**src/rtl/gray_pkg.sv**
```systemverilog
// Shared Gray-code helpers used by the binary-to-Gray encoder and the Gray-to-binary receiver.
package gray_pkg;

  localparam int unsigned SYNC_STAGES_MIN = 2;

  // Prefix-XOR from the MSB down; narrower callers zero-extend, so the upper bits of the result are 0.
  function automatic logic [31:0] gray2bin(input logic [31:0] g);
    logic [31:0] b;
    b     = '0;
    b[31] = g[31];
    for (int unsigned i = 1; i < 32; i++) begin
      b[31-i] = b[32-i] ^ g[31-i];
    end
    return b;
  endfunction

  function automatic logic [31:0] bin2gray(input logic [31:0] b);
    return b ^ (b >> 1);
  endfunction

endpackage

```
**src/rtl/gray_to_bin_sync_sync_chain.sv**
```systemverilog
// Parameterised multi-bit flop chain with async reset for CDC synchronization.
module sync_chain
  import gray_pkg::*;
#(
  parameter int unsigned WIDTH  = 4,
  parameter int unsigned STAGES = SYNC_STAGES_MIN
) (
  input  logic             clk,
  input  logic             rst,
  input  logic [WIDTH-1:0] d_i,
  output logic [WIDTH-1:0] q_o
);

  logic [WIDTH-1:0] stage_q [STAGES];

  always_ff @(posedge clk or posedge rst) begin
    if (rst) begin
      for (int unsigned i = 0; i < STAGES; i++) begin
        stage_q[i] <= '0;
      end
    end else begin
      stage_q[0] <= d_i;
      for (int unsigned i = 1; i < STAGES; i++) begin
        stage_q[i] <= stage_q[i-1];
      end
    end
  end

  assign q_o = stage_q[STAGES-1];

endmodule

```
**src/rtl/gray_to_bin_sync.sv**
```systemverilog
// Synchronizes a foreign-domain Gray count, decodes it to binary and flags non-unit up-steps.
module gray_to_bin_sync
  import gray_pkg::*;
#(
  parameter int unsigned WIDTH       = 4,
  parameter int unsigned SYNC_STAGES = 2
) (
  input  logic             clk,
  input  logic             rst,
  input  logic [WIDTH-1:0] gray_in,
  input  logic             clr_err,
  output logic [WIDTH-1:0] bin_out,
  output logic             bin_valid,
  output logic             changed,
  output logic             step_err,
  output logic             err_sticky
);

  localparam int unsigned FILL_MAX = SYNC_STAGES + 1;
  localparam int unsigned FW       = $clog2(FILL_MAX + 1);

  logic [WIDTH-1:0] gray_s;
  logic [31:0]      dec_full;
  logic             unused_dec;
  logic [WIDTH-1:0] diff;

  logic [WIDTH-1:0] bin_q, bin_d, prev_q, prev_d;
  logic [FW-1:0]    fill_q, fill_d;
  logic             valid_q, valid_d, base_q, base_d;
  logic             changed_q, changed_d, step_q, step_d, sticky_q, sticky_d;

  sync_chain #(
    .WIDTH (WIDTH),
    .STAGES(SYNC_STAGES)
  ) u_sync (
    .clk(clk),
    .rst(rst),
    .d_i(gray_in),
    .q_o(gray_s)
  );

  assign dec_full   = gray2bin(32'(gray_s));
  assign unused_dec = ^dec_full;

  always_comb begin
    bin_d  = dec_full[WIDTH-1:0];
    fill_d = fill_q;
    if (fill_q != FW'(FILL_MAX)) fill_d = fill_q + 1'b1;
    valid_d = (fill_d == FW'(FILL_MAX));

    diff      = bin_q - prev_q;
    prev_d    = prev_q;
    base_d    = base_q;
    changed_d = 1'b0;
    step_d    = 1'b0;
    // First valid cycle only captures the baseline; comparisons start the cycle after.
    if (valid_q) begin
      prev_d = bin_q;
      base_d = 1'b1;
      if (base_q) begin
        changed_d = (diff != '0);
        step_d    = (diff != '0) && (diff != WIDTH'(1));
      end
    end
    sticky_d = step_d | (sticky_q & ~clr_err);
  end

  always_ff @(posedge clk or posedge rst) begin
    if (rst) begin
      bin_q     <= '0;
      prev_q    <= '0;
      fill_q    <= '0;
      valid_q   <= 1'b0;
      base_q    <= 1'b0;
      changed_q <= 1'b0;
      step_q    <= 1'b0;
      sticky_q  <= 1'b0;
    end else begin
      bin_q     <= bin_d;
      prev_q    <= prev_d;
      fill_q    <= fill_d;
      valid_q   <= valid_d;
      base_q    <= base_d;
      changed_q <= changed_d;
      step_q    <= step_d;
      sticky_q  <= sticky_d;
    end
  end

  assign bin_out    = bin_q;
  assign bin_valid  = valid_q;
  assign changed    = changed_q;
  assign step_err   = step_q;
  assign err_sticky = sticky_q;

endmodule

```
**config.mk**
```make
export PLATFORM = sky130hd
export DESIGN_NAME = gray_to_bin_sync
export DESIGN_NICKNAME = d
export VERILOG_FILES = /design/src/rtl/gray_pkg.sv /design/src/rtl/gray_to_bin_sync_sync_chain.sv /design/src/rtl/gray_to_bin_sync.sv
export SDC_FILE = /design/constraint.sdc
export NUM_CORES = 1
export LEC_CHECK = 0
export BUFFER_PORTS_ARGS = -buffer_cell sky130_fd_sc_hd__buf_4
export CAP_MARGIN = 20
export CORE_MARGIN = 2
export CORE_UTILIZATION = 51
export CTS_CLUSTER_SIZE = 14
export DETAILED_ROUTE_END_ITERATION = 6
export HOLD_SLACK_MARGIN = 0.1
export PLACE_DENSITY = 0.74
export SLEW_MARGIN = 20
export SYNTH_ARGS = -nofsm -noshare
export SYNTH_HDL_FRONTEND = slang
export SYNTH_SLANG_ARGS = --single-unit
```
**constraint.sdc**
```tcl
create_clock -name clk -period 1.93 [get_ports clk]
set_clock_uncertainty 0.1 [all_clocks]
set_input_delay 0.386 -clock clk [delete_from_list [all_inputs] [get_ports clk]]
set_output_delay 0.386 -clock clk [all_outputs]
set_load 0.01 [all_outputs]
```
==> results of run 1 <==
cell families (layout without fill, tap and decap cells):
family | count (synthesis) | count (layout) | share of synthesized area, %
flip-flops | 23 | 23 | 69.6
AO/OA/AOI/OAI | 6 | 6 | 4.09
XOR/XNOR | 6 | 6 | 6.35
buffers and inverters | 7 | 29 | 3.18
multiplexers | 2 | 2 | 2.72
AND/OR/NAND/NOR | 11 | 11 | 7.11
adder cells (fa/ha/maj) | 4 | 4 | 6.96
layout by cell type (no fill, tap or decap), types with 2 or more instances in the layout:
| cell type | instances |
|---|---|
| nand2_1 | 4 |
| o21ai_0 | 2 |
| buf_4 | 15 |
| a21oi_1 | 2 |
| xor2_1 | 4 |
| ha_1 | 3 |
| dlygate4sd3_1 | 5 |
| nand2b_1 | 2 |
| dfrtp_1 | 23 |
| clkbuf_4 | 3 |
| inv_1 | 5 |
| xnor2_1 | 2 |
| or2_2 | 2 |
| mux2_2 | 2 |
state kept, by name, indices dropped and copies added, names as in the netlist:
| name | cells |
|---|---|
| base_q | 1 |
| bin_valid | 1 |
| u_sync.stage_q | 4 |
| fill_q | 2 |
| u_sync.q_o | 4 |
| changed | 1 |
| err_sticky | 1 |
| prev_q | 4 |
| step_err | 1 |
| bin_out | 4 |
power breakdown:
| part | internal [mW] | total [mW] | switching (mW) | leakage [nW] |
|---|---|---|---|---|
| Clock | 0.0805 | 0.211 | 0.130 | 0.0150 |
| Sequential | 0.527 | 0.549 | 0.0221 | 0.249 |
| Combinational | 0.105 | 0.209 | 0.103 | 0.211 |
what timing repair did:
item,in CTS,in global routing
hold buffers,5,0
resized for setup,0,0
hold endpoints to repair,27,0
worst max-delay path, delay by kind of cell (launching register included):
family | cells | cell delay, ns
buf+inv | 2 | 0.11
flops | 1 | 0.40
simple gates | 1 | 0.20
compound gates | 1 | 0.09
xor+xnor | 1 | 0.18
fa+ha+maj | 2 | 0.52
how the worst max path moves through the flow:
| stage | depth (start not counted) | endpoint | slack, ns |
|---|---|---|---|
| final | 7 | err_sticky | 0.22 |
| after global routing | 7 | err_sticky | 0.1 |
| after CTS | 7 | err_sticky | 0.22 |
| after detailed placement | 7 | err_sticky | 0.23 |
| after global placement | 7 | err_sticky | 0.29 |
| after floorplan | 7 | err_sticky | 0.27 |
per-stage QoR:
| stage | area [sq um] | power (mW) | util [%] | std cells | hold slack, ns |
|---|---|---|---|---|---|
| after global routing | 1030 | 1.02 | 68.3 | 97 | 0.278 |
| after floorplan | 827 | 0.680 | - | 59 | 0.231 |
| final | 1030 | 0.968 | 68.3 | 97 | 0.269 |
| after CTS | 1030 | 0.981 | 68.3 | 97 | 0.264 |
| after detailed placement | 952 | 0.763 | 63.2 | 88 | 0.237 |
| after global placement | 952 | 0.751 | 63.2 | 88 | 0.233 |
per-layer routing:
metal,global-route usage (%),share of wire (%)
met1,14.2,40
met2,27.1,55
met3,2.45,4.1
met4,7.27,0.45
met5,0,0
area by class of cell:
type,instances,area (sq um)
Fill cell,99,478
Tap cell,16,20.0
Multi-Input combinational cell,29,225
Inverter,5,18.8
Clock buffer,4,26.3
Sequential cell,23,576
Timing Repair Buffer,20,163
==> impl_metrics.yaml, run 1 <==
power:
  leakagePower_nw: 0.476
  ir_drop_v: 0.000498
  power_density_nw_per_um2: 942
global_route:
  grt_pass1_vias: 508
  grt_max_degree: 24
  grt_pass1_wl_microns: 1930
  antenna_found_initial: 0
  grt.total_usage_pct: 14.1
  grt_overflow: 0
clocking:
  cts_root_buf: "clkbuf_4"
  numCtsBuffers: 3
  cts.path.max_buffers: 2
  cts_tree: "yes"
  clk_latency_ns: 0.30
  postCtsSetupBuffers: 0
  clk_pin_slew_worst_paths_ns: 0.11
  htree_levels: 1
  cts_sinks: 23
setup_path:
  cp-start-kind: "flip-flop"
  cp_max_fo: 3
  r2r-end: "err_sticky"
  path_cells: "inv_1 > ha_1 > inv_1 > fa_1 > xor2_1 > nor3b_1 > a22oi_1"
  reg2reg_slack_ns: 0.22
  crit_start: "bin_out[0]"
  worstSetupPathType: "reg2reg"
  rr_startpoint: "bin_out[0]"
  cpMostUsedCell: "inv_1"
  cp_data_arrival_time_ns: 1.80
  reg2regPathDepth: 7
  cp.required_ns: 2.01
  slowest_delay_ns: 0.40
  critPathSlowestCell: "dfrtp_1"
  critPathCaptureType: "flip-flop"
floorplan:
  rows: 14
  io_pins: 15
  core_sq_um: 1510
  fp.dieH_microns: 44.3
  die_width_microns: 44.3
  initial_core_util_pct: 54.9
  die_area_sq_um: 1960
route:
  num_vias: 470
  dr.pass1.iters: 3
  routed_wirelength_microns: 1120
  drc: 0
  drt_iter0_markers: 1
  wire_per_inst_microns: 11.5
  viasPerCell: 4.85
  drtAntennaViolNets: 0
min_path:
  whs_path_depth: 0
  hold_start: "u_sync.stage_q[7]"
  min_to: "u_sync.q_o[3]"
  holdCritPathClass: "reg2reg"
layout:
  final_nets: 93
  antenna_cells: 0
  drive_above_1_share_pct: 27.2
  syn2layout_area_growth_pct: 24.4
logic_synthesis:
  ys.flop_type: "dfrtp_1"
  yosysMostFrequentCell: "dfrtp_1"
  yosys_warnings: 0
  syn_inst: 59
  yosysTopAreaCellShare_pct: 69.6
  yosysSeqAreaShare_pct: 69.6
  postSynth.asyncResetShare_pct: 100
  synth_edf_count: 0
  synth.distinct_cells: 18
  ys_seq_elements: 23
  post-synth-top-area-cell: "dfrtp_1"
  synth_area_leaders: "dfrtp_1 70%, ha_1 4.5%, xor2_1 4.2%"
  synth_common_cells: "23 x dfrtp_1, 5 x inv_1, 4 x nand2_1, 4 x xor2_1, 3 x ha_1"
  syn_nets: 70
  avgSynthCellArea_sq_um: 14.0
  netlist_area_sq_um: 827
placed_design:
  port_buffers: 14
  dp_worst_setup_slack_ns: 0.232
  place_congestion: 0.793
  dp_hpwl_microns: 810
timing:
  min_period_over_period_pct: 88.7
  finalMaxSlewViolations: 0
  worstMarginPinSlew_ns: 0.280
  finalCriticalPeriod_ns: 1.71
  setup_viol: 0
  fmax_mhz: 584
  hold_viol: 0
  setup_tns_ns: 0
  max-slew-margin-rel_pct: 81.2
  layout_setup_ws_ns: 0.218
  rsz0062_at_grt: "no"
job:
  max-cap-violations: 0
status:
  status: "finished, final reports clean"
Note: power is estimated with default switching activity, not from simulation.
==> run 2: changes to the inputs <==
Settings changed: PLACE_DENSITY 0.74 to 0.76, TNS_END_PERCENT set to 5.
==> impl_metrics.yaml, run 2 (synthesis gave the netlist of run 1 again) <==
power:
  power_density_nw_per_um2: 947
  ir_drop_v: 0.000616
  leakagePower_nw: 0.478
timing:
  max-slew-margin-rel_pct: 80.8
  setup_viol: 0
  rsz0062_at_grt: "no"
  finalMaxSlewViolations: 0
  worstMarginPinSlew_ns: 0.286
  finalCriticalPeriod_ns: 1.74
  whs_ns: 0.264
  min_period_over_period_pct: 90.3
  fmax_mhz: 574
  hold_viol: 0
  setup_tns_ns: 0
layout:
  final_common_cell: "dfrtp_1"
  design_area_sq_um: 1030
  layout_common_cells: "23 x dfrtp_1, 15 x buf_4, 5 x inv_1, 5 x dlygate4sd3_1"
  drive_above_1_share_pct: 28.4
  num-fill-cells: 120
  antenna_cells: 0
  syn2layout_area_growth_pct: 24.5
  layout.cells.non_filler: 97
  final_nets: 93
  post-route-util_pct: 68.4
clocking:
  clk_pin_slew_worst_paths_ns: 0.11
  cts.path.max_buffers: 2
  postCtsSetupBuffers: 0
  cts_hold_buf: 5
  htree_levels: 1
  clk_latency_ns: 0.30
  cts_root_buf: "clkbuf_4"
  cts_tree: "yes"
  cts_sinks: 23
  post_cts_resized: 0
  numCtsBuffers: 3
route:
  num_vias: 486
  drc: 0
  drt_iter0_markers: 6
  drtAntennaViolNets: 0
  dr.pass1.iters: 4
  routed_wirelength_microns: 1200
  wire_per_inst_microns: 12.4
  viasPerCell: 5.01
min_path:
  holdCritPathClass: "reg2reg"
  hold_start: "u_sync.stage_q[4]"
placed_design:
  placed_cells: 88
  place_area_sq_um: 952
  place_congestion: 0.739
  dp_hpwl_microns: 870
  port_buffers: 14
setup_path:
  worstSetupPathType: "reg2reg"
  crit_start: "bin_out[0]"
  cp-start-kind: "flip-flop"
  cp_data_arrival_time_ns: 1.82
  cp.required_ns: 2.01
  rr_startpoint: "bin_out[0]"
  cp_max_fo: 3
  critPathCaptureType: "flip-flop"
floorplan:
  core_sq_um: 1510
  die_area_sq_um: 1960
  rows: 14
  fp.dieH_microns: 44.3
  io_pins: 15
  initial_core_util_pct: 54.9
  die_width_microns: 44.3
global_route:
  antenna_found_initial: 0
  grt_overflow: 0
  grt_pass1_wl_microns: 1970
  grt_max_degree: 24
  grt.total_usage_pct: 14.3
  grt_pass1_vias: 503
status:
  status: "finished, final reports clean"
job:
  max-cap-violations: 0
-- run 2: area by class of cell --
class                           instances  area, sq um  area share [%]
Inverter                                5         18.8            1.82
Clock buffer                            3         22.5            2.19
Tap cell                               16         20.0            1.94
Multi-Input combinational cell         29          225            21.9
Clock inverter                          1         5.00           0.486
Timing Repair Buffer                   20          163            15.8
Sequential cell                        23          576            55.9
-- run 2: critical path: stages (launching register included) --
cell and delay (ns):
dfrtp_1 0.41, inv_1 0.06, ha_1 0.15, inv_1 0.06, fa_1 0.38, xor2_1 0.19
nor3b_1 0.19, a22oi_1 0.09
-- run 2: where the power goes --
| part | total [mW] | internal, mW | switching (mW) | leakage [nW] |
|---|---|---|---|---|
| sequential | 0.550 | 0.527 | 0.0233 | 0.249 |
| combinational | 0.214 | 0.107 | 0.108 | 0.211 |
| clock | 0.211 | 0.0772 | 0.134 | 0.0177 |
| total | 0.976 | 0.711 | 0.265 | 0.478 |
-- run 2: through the flow --
| stage | worst slack (ns) | total power [mW] |
|---|---|---|
| 5_1_grt | 0.132 | 1.02 |
| 2_1_floorplan | 0.269 | 0.680 |
| 4_1_cts | 0.201 | 0.988 |
| 6_report | 0.186 | 0.976 |
| 3_3_place_gp | 0.289 | 0.750 |
| 3_5_place_dp | 0.211 | 0.769 |
-- run 2: path summary, 6_finish.rpt --
| check | to | slack (ns) | depth (start not counted) |
|---|---|---|---|
| max | err_sticky | 0.19 | 7 |
| min | u_sync.q_o[0] | 0.26 | 0 |
| max reg2reg | err_sticky | 0.19 | 7 |
| min reg2reg | u_sync.q_o[0] | 0.26 | 0 |
| max in group asynchronous | err_sticky | 0.95 | 4 |
| min in group asynchronous | step_err | 0.56 | 4 |
-- run 2: layer usage --
layer | global-route usage, % | routed length, microns | vias up
met5 | 0 | 0 | -
met4 | 10.3 | 21 | 0
met3 | 2.45 | 59 | 4
met2 | 26.2 | 656 | 15
met1 | 14.4 | 462 | 237
li1 | - | - | 230
==> run 3: changes to the inputs <==
Settings changed: BUFFER_PORTS_ARGS -buffer_cell sky130_fd_sc_hd__buf_4 to -buffer_cell sky130_fd_sc_hd__buf_2.
==> impl_metrics.yaml, run 3 (synthesis gave the netlist of run 1 again) <==
status:
  status: "finished, final reports clean"
clocking:
  clk_latency_ns: 0.30
  cts_tree: "yes"
  cts.path.max_buffers: 2
  cts_root_buf: "clkbuf_4"
  cts_sinks: 23
  numCtsBuffers: 3
  clk_pin_slew_worst_paths_ns: 0.11
  htree_levels: 1
  post_cts_resized: 0
floorplan:
  rows: 14
  io_pins: 15
  die_area_sq_um: 1960
  fp.dieH_microns: 44.3
  die_width_microns: 44.3
  core_sq_um: 1510
  initial_core_util_pct: 54.9
power:
  ir_drop_v: 0.000616
  power_density_nw_per_um2: 945
  leakagePower_nw: 0.460
  p_total_uw: 939
global_route:
  met3_usage_pct: 2.45
  grt.busiest_layer: "met2"
  grt_max_degree: 24
  grt_pass1_vias: 486
  met2_usage_pct: 25.3
  grt_overflow: 0
  grt_pass1_wl_microns: 1740
  grt.total_usage_pct: 12.5
  met1_usage_pct: 11.7
  antenna_found_initial: 0
job:
  max-cap-violations: 0
setup_path:
  critPathCaptureType: "flip-flop"
  worstSetupPathType: "reg2reg"
  cp_data_arrival_time_ns: 1.78
  cp-start-kind: "flip-flop"
  cp.required_ns: 2.00
  crit_start: "bin_out[0]"
  rr_startpoint: "bin_out[0]"
  cp_max_fo: 3
min_path:
  holdCritPathClass: "reg2reg"
  hold_start: "u_sync.stage_q[4]"
route:
  num_vias: 476
  viasPerCell: 4.91
  drt_iter0_markers: 2
  drtAntennaViolNets: 0
  drc: 0
  wire_per_inst_microns: 11.2
  dr.pass1.iters: 2
  routed_wirelength_microns: 1080
timing:
  finalCriticalPeriod_ns: 1.71
  setup_tns_ns: 0
  whs_ns: 0.263
  setup_viol: 0
  min_period_over_period_pct: 88.4
  layout_setup_ws_ns: 0.223
  worstMarginPinSlew_ns: 0.271
  hold_viol: 0
  max-slew-margin-rel_pct: 81.8
  rsz0062_at_grt: "no"
  fmax_mhz: 586
  finalMaxSlewViolations: 0
layout:
  layout.cells.non_filler: 97
  final_common_cell: "dfrtp_1"
  drive_above_1_share_pct: 27.2
  antenna_cells: 0
  layout_common_cells: "23 x dfrtp_1, 14 x buf_2, 5 x inv_1, 5 x dlygate4sd3_1"
  syn2layout_area_growth_pct: 20.1
  final_nets: 93
placed_design:
  placed_cells: 88
  dp_worst_setup_slack_ns: 0.221
  port_buffers: 14
  place_congestion: 0.782
  dp_hpwl_microns: 790
run 3: cell types whose count changed in the layout (fill, tap and decap cells not counted):
| cell | before | now |
|---|---|---|
| clkbuf_1 | 0 | 1 |
| clkinv_2 | 1 | 0 |
| buf_4 | 15 | 1 |
| buf_2 | 0 | 14 |
run 3: cell type report:
cell class                      count  area (sq um)
Clock buffer                        4          26.3
Inverter                            5          18.8
Tap cell                           16          20.0
Timing Repair Buffer               20           128
Sequential cell                    23           576
Multi-Input combinational cell     29           225
Fill cell                         117           513
run 3: final timing paths:
check	end	slack [ns]	depth (start not counted)
max	err_sticky	0.22	7
min	u_sync.q_o[0]	0.26	0
max reg2reg	err_sticky	0.22	7
min reg2reg	u_sync.q_o[0]	0.26	0
max in group asynchronous	err_sticky	0.94	4
min in group asynchronous	u_sync.stage_q[5]	0.57	4
run 3: what timing repair did:
item                      CTS  global route
buffers inserted            0             0
hold buffers                5             0
hold endpoints to repair   27             0
run 3: worst max-delay path, cell delays in order (launching register included):
cell     delay (ns)
dfrtp_1        0.40
inv_1          0.06
ha_1           0.14
inv_1          0.05
fa_1           0.37
xor2_1         0.18
nor3b_1        0.20
a22oi_1        0.09
run 3: metal layers:
metal	routed length (microns)	share of wire [%]	vias up
met3	39	3.6	0
met1	393	36	234
li1	-	-	231
met2	651	60	11
met5	0	0	-
met4	0	0	0
run 3: metrics by stage:
step,util [%],area [sq um]
floorplan,-,827
global placement,60.9,917
detailed placement,60.9,917
CTS,65.9,993
global route,65.9,993
finish,65.9,993
run 3: power by group:
group / internal (mW) / switching [mW] / total (mW) / leakage [nW]
sequential: 0.527 / 0.0206 / 0.548 / 0.249
clock: 0.0804 / 0.125 / 0.205 / 0.0150
combinational: 0.0871 / 0.0989 / 0.186 / 0.196
